File: src/rtl/sim_run_ctrl.sv
// Simulation run controller: sequences the core reset, then watches the fetch
// stream for pass/fail addresses, a stuck pc, or a cycle budget running out.
module sim_run_ctrl #(
    parameter int unsigned     CW             = 32,
    parameter logic [CW-1:0]   RST_CYCLES     = CW'(10),
    parameter logic [CW-1:0]   TIMEOUT_CYCLES = CW'(1000),
    parameter logic [CW-1:0]   HANG_CYCLES    = CW'(64),
    parameter logic [31:0]     PASS_PC        = 32'h0000_0100,
    parameter logic [31:0]     FAIL_PC        = 32'h0000_0200
) (
    input  logic          clk,
    input  logic          reset_n,
    input  logic          ce,
    input  logic [31:0]   pc,
    input  logic [31:0]   inst,
    output logic          core_rst_n,
    output logic          done,
    output logic [2:0]    status,
    output logic [CW-1:0] cycle_cnt,
    output logic [CW-1:0] fetch_cnt,
    output logic [31:0]   last_inst
);

    typedef enum logic [2:0] {
        ST_HOLD, ST_RUN, ST_PASS, ST_FAIL, ST_HANG, ST_TOUT
    } state_t;

    localparam logic [CW-1:0] RST_LAST  = RST_CYCLES - CW'(1);
    localparam logic [CW-1:0] TOUT_LAST = TIMEOUT_CYCLES - CW'(1);

    state_t        state, state_next;
    logic [CW-1:0] hold_cnt;
    logic [CW-1:0] stall_cnt, stall_next;
    logic [31:0]   pc_reg;
    logic          pc_valid;
    logic          fetch, repeat_fetch, hang_hit;

    function automatic logic [CW-1:0] sat_inc(input logic [CW-1:0] v);
        return (&v) ? v : v + CW'(1);
    endfunction

    // NOTE: every signal written here gets a default first, so no path can infer a latch.
    always_comb begin
        fetch        = (state == ST_RUN) && ce;
        repeat_fetch = fetch && pc_valid && (pc == pc_reg);
        stall_next   = stall_cnt;
        if (fetch) stall_next = repeat_fetch ? sat_inc(stall_cnt) : '0;
        hang_hit     = repeat_fetch && (stall_next == HANG_CYCLES);

        state_next = state;
        case (state)
            ST_HOLD: if (hold_cnt == RST_LAST) state_next = ST_RUN;
            ST_RUN: begin
                if (fetch && pc == FAIL_PC)      state_next = ST_FAIL;
                else if (fetch && pc == PASS_PC) state_next = ST_PASS;
                else if (hang_hit)               state_next = ST_HANG;
                else if (cycle_cnt == TOUT_LAST) state_next = ST_TOUT;
            end
            default: state_next = state;
        endcase

        status = 3'd0;
        case (state)
            ST_PASS: status = 3'd1;
            ST_FAIL: status = 3'd2;
            ST_HANG: status = 3'd3;
            ST_TOUT: status = 3'd4;
            default: status = 3'd0;
        endcase
        done = (status != 3'd0);
    end

    // NOTE: sequential state uses non-blocking assignments so every flop samples pre-edge values.
    always_ff @(posedge clk or negedge reset_n) begin
        if (!reset_n) begin
            state      <= ST_HOLD;
            core_rst_n <= 1'b0;
            hold_cnt   <= '0;
            cycle_cnt  <= '0;
            fetch_cnt  <= '0;
            stall_cnt  <= '0;
            last_inst  <= '0;
            pc_reg     <= '0;
            pc_valid   <= 1'b0;
        end else begin
            state      <= state_next;
            core_rst_n <= (state_next != ST_HOLD);
            if (state == ST_HOLD) hold_cnt <= sat_inc(hold_cnt);
            // The cycle that ends the run is not counted, so a timeout freezes at TIMEOUT_CYCLES-1.
            if (state == ST_RUN && state_next == ST_RUN) cycle_cnt <= sat_inc(cycle_cnt);
            if (fetch) begin
                fetch_cnt <= sat_inc(fetch_cnt);
                last_inst <= inst;
                pc_reg    <= pc;
                pc_valid  <= 1'b1;
                stall_cnt <= stall_next;
            end
        end
    end

endmodule
File: config.mk
export PLATFORM = sky130hd
export DESIGN_NAME = sim_run_ctrl
export DESIGN_NICKNAME = d
export VERILOG_FILES = /design/src/rtl/sim_run_ctrl.sv
export SDC_FILE = /design/constraint.sdc
export NUM_CORES = 1
export LEC_CHECK = 0
export CORE_UTILIZATION = 49
export DETAILED_ROUTE_END_ITERATION = 8
export HOLD_SLACK_MARGIN = 0.12
export PLACE_DENSITY = 0.83
export RECOVER_POWER = 25
export REMOVE_ABC_BUFFERS = 1
export SLEW_MARGIN = 5
export SYNTH_ARGS = -nofsm -noshare
export SYNTH_HDL_FRONTEND = slang
export SYNTH_SLANG_ARGS = --single-unit
File: constraint.sdc
create_clock -name clk -period 3.56 [get_ports clk]
set_clock_uncertainty 0.05 [all_clocks]
set_input_delay 0.712 -clock clk [delete_from_list [all_inputs] [get_ports clk]]
set_output_delay 0.712 -clock clk [all_outputs]
set_load 0.03 [all_outputs]
==> results of run 1 <==
[critical path: cells and delay by family, from the launching register on]
family,cells,cell delay (ns)
simple gates,6,1.91
flops,1,0.39
mux,1,0.22
compound gates,2,0.32
xor+xnor,1,0.13
buf+inv,2,0.37
[per-layer routing]
layer  wire, um  GRT usage (%)  vias to the layer above
met4        769           10.3                        0
li1           -              -                     4364
met3       2130           6.34                       63
met5          0              0                        -
met1      12000           35.3                     4506
met2      13600           44.5                      377
[cell families after synthesis]
| family | count (synthesis) |
|---|---|
| AO/OA/AOI/OAI | 115 |
| XOR/XNOR | 135 |
| adder cells (fa/ha/maj) | 5 |
| buffers and inverters | 68 |
| flip-flops | 197 |
| multiplexers | 4 |
| AND/OR/NAND/NOR | 604 |
[per-stage QoR]
step | std cells | setup TNS [ns] | util [%]
2_1_floorplan | 1076 | -503.52 | -
3_3_place_gp | 1603 | -0.580 | 62.6
6_report | 1640 | 0 | 66.1
3_5_place_dp | 1603 | -2.23 | 62.6
5_1_grt | 1640 | -0.0215 | 66.1
4_1_cts | 1635 | 0 | 65.7
[power groups by stage]
| stage | clock (mW) | combinational [mW] | sequential, mW |
|---|---|---|---|
| detailed placement | 0 | 0.638 | 2.46 |
| CTS | 2.02 | 0.641 | 2.42 |
| floorplan | 0 | 0.185 | 2.58 |
| global route | 2.11 | 0.682 | 2.43 |
| global placement | 0 | 0.626 | 2.46 |
| finish | 1.99 | 0.631 | 2.42 |
[worst max-delay path by stage]
| stage | from | endpoint | slack (ns) | cells after the start |
|---|---|---|---|---|
| finish | stall_cnt[7] | cycle_cnt[4] | 0.11 | 12 |
| global route | stall_cnt[10] | cycle_cnt[26] | -0.01 | 12 |
| detailed placement | stall_cnt[0] | cycle_cnt[25] | -0.13 | 11 |
| floorplan | ce | cycle_cnt[1] | -4.86 | 9 |
| CTS | stall_cnt[17] | cycle_cnt[4] | 0.01 | 12 |
| global placement | stall_cnt[15] | cycle_cnt[23] | -0.07 | 11 |
[layout by cell type (no fill, tap or decap), types with 4 or more instances in the layout]
master	netlist	final
nor4_1	28	25
ha_1	5	5
a211oi_1	7	7
o31ai_1	10	10
o22a_1	5	5
buf_4	4	93
and2_1	13	12
nor2_1	57	57
nand4_1	55	55
dfrtp_1	197	195
clkdlybuf4s50_1	0	166
inv_1	16	16
nand3_1	51	51
xnor2_1	106	106
nand2_1	281	281
nor3_1	21	20
clkbuf_16	0	17
nand4_2	4	4
xor2_1	29	29
clkinv_8	0	6
o21a_1	5	5
and4_1	11	10
a31oi_1	7	6
and3_1	23	23
or2_2	6	6
nand3_2	4	4
nand2b_1	7	7
a21oi_1	17	17
or3_1	9	9
or4_1	12	10
o21ai_0	42	42
nor2b_1	5	5
[cell type report]
class / count / area [um2] / share of cell area [%]
flip-flops and latches: 197 / 4930 / 36.6
clock inverters: 14 / 190 / 1.41
multi-input cells: 863 / 5120 / 38.0
repair buffers: 262 / 2390 / 17.8
inverters: 16 / 60.1 / 0.446
well taps: 270 / 338 / 2.51
clock buffers: 18 / 429 / 3.19
[repair_timing]
| item | 4_1_cts | 5_1_grt |
|---|---|---|
| endpoints found under the setup margin | 31 | 32 |
| hold buffers | 0 | 0 |
| pin swaps | 0 | 4 |
| buffers inserted | 0 | 5 |
| gates resized for setup | 4 | 13 |
==> reports/results.txt, run 1 <==
r2r worst-path depth - 12
max_cap viols - 1
Crit path largest cell delay - 0.60 ns
First-pass DRT Iterations - 5
#FFs+latches synth - 197
Avg Vias per Cell - 5.68
number of synthesized flops with an enable pin - 0
CP arrival - 3.76 ns
CTS tree - done
area post-placement - 12700 um2
setup violators final - 0
DIE AREA - 21500 um2
total track usage - 27.3%
fin crit period - 3.45 ns
proportion of power drawn by combinational gates - 12.5%
layout cells sized above 1 - 12.1%
global route total overflow - 0
# rows - 52
Setup WS post-layout - 0.112 ns
Post-DP HPWL - 20600 um
adder and majority gate portion of the synthesized area - 0.610%
input/output buffers - 167
Critical Path End Type - flop
number of global-route vias before repair - 9350
Synthesis Warnings - 0
diode count - 0
Slowest cell on crit path - or4_4
hold path endpoint - pc_valid
worst slack at placement - -0.127 ns
HP Start - pc_valid
Worst VDD drop - 0.469 mV
Avg Cell Area, Syn - 9.09 um2
Mapped Cells - 1128
worst-path cell chain - buf_4 > nand2_1 > or4_4 > mux2i_2 > o221ai_1 > or4_4 > nor4_4 > a31oi_2 > and2_4 > buf_4 > nand4_1 > xnor2_1
total number of vias - 9310
hold_ws - 0.415 ns
Startpoint Class - flop
Sw Ratio - 28.9%
sequential area share after synthesis - 48.1%
final slew viol count - 83
r2r startpoint - stall_cnt[7]
routability cong. - 1.03
XOR/XNOR Fraction of Synth Area - 11.5%
WP data required - 3.87 ns
Synth Flop Type - dfrtp_1
drc violations - 0
total power - 5.04 mW
Clock power frac - 39.5%
fraction of the mapped netlist area in simple logic gates - 29.3%
Hold Crit Class - flop to flop
Compound-Gate Fraction of Synth Area - 7.17%
Clk pin slew, worst setup/hold paths - 0.08 ns
Least-Margin Pin Slew - 2.13 ns
final wirelength - 28500 um
Pint - 3.58 mW
CP Class - flop to flop
DIE WIDTH - 147 um
Flop pwr share - 48.0%
detail-routed net length per standard cell - 17.4 um
core area - 20400 um2
CTS sink cnt - 197
WHS Path Cells - 1
largest net degree at the start of global routing - 83
status - finished, violations left
Synth cell types - 62
fillers - 1602
Final Cell Area - 13500 um2
cell area after synthesis - 10300 um2
mux cell area share after synthesis - 0.415%
initial DRC count - 662
Max Fclk - 290 MHz
Rel. slew slack - -41.8%
FF-to-FF End - cycle_cnt[4]
critical path peak fanout - 9
synth cell count leaders - nand2_1, dfrtp_1, xnor2_1
Final #Nets - 1429
initial antenna violation count - 0
failing checks - max-capacitance violations, max-slew violations
Clock Tree Buf Depth - 2
largest family of logic cells by synthesized area - simple AND/OR/NAND/NOR gates
CTS buffer count - 17
R2R Setup Slk - 0.11 ns
Sw Pwr - 1.46 mW
post-synth top area cell - dfrtp_1
htree depth - 4
CTS root buffer - clkbuf_16
clk_lat worst skew - 0.45 ns
share of Yosys cell area claimed by the top area cell type - 48.1%
post-route clock period utilization - 96.8%
first-pass GRT wire length - 46900 um
I/O Pins - 168
Area Overhead vs Synth - 31.2%
starting density of the core - 50.4%
largest cells by area after synthesis - dfrtp_1, nand2_1, xnor2_1
pwr dens - 374 nW/um2
P_leak - 5.96 nW
FFs w/ async S/R, synth - 100%
die height - 147 um
top-count cell post-synth - nand2_1
final hold vios - 0
Detail Route Antenna Nets - 0
Power figures use the tool's default switching activity.
==> run 2: changes to the inputs <==
--- a/config.mk
+++ b/config.mk
@@ -5,6 +5,7 @@
 export SDC_FILE = /design/constraint.sdc
 export NUM_CORES = 1
 export LEC_CHECK = 0
+export CAP_MARGIN = 15
 export CORE_UTILIZATION = 49
 export DETAILED_ROUTE_END_ITERATION = 8
 export HOLD_SLACK_MARGIN = 0.12
==> results of run 2 <==
The final DEF is identical to that of run 1; final timing and power are the same.
==> run 3: changes to the inputs <==
--- a/config.mk
+++ b/config.mk
@@ -5,8 +5,8 @@
 export SDC_FILE = /design/constraint.sdc
 export NUM_CORES = 1
 export LEC_CHECK = 0
-export CAP_MARGIN = 15
 export CORE_UTILIZATION = 49
+export CTS_CLUSTER_DIAMETER = 80
 export DETAILED_ROUTE_END_ITERATION = 8
 export HOLD_SLACK_MARGIN = 0.12
 export PLACE_DENSITY = 0.83
==> results of run 3 <==
The final DEF is identical to that of run 1; final timing and power are the same.
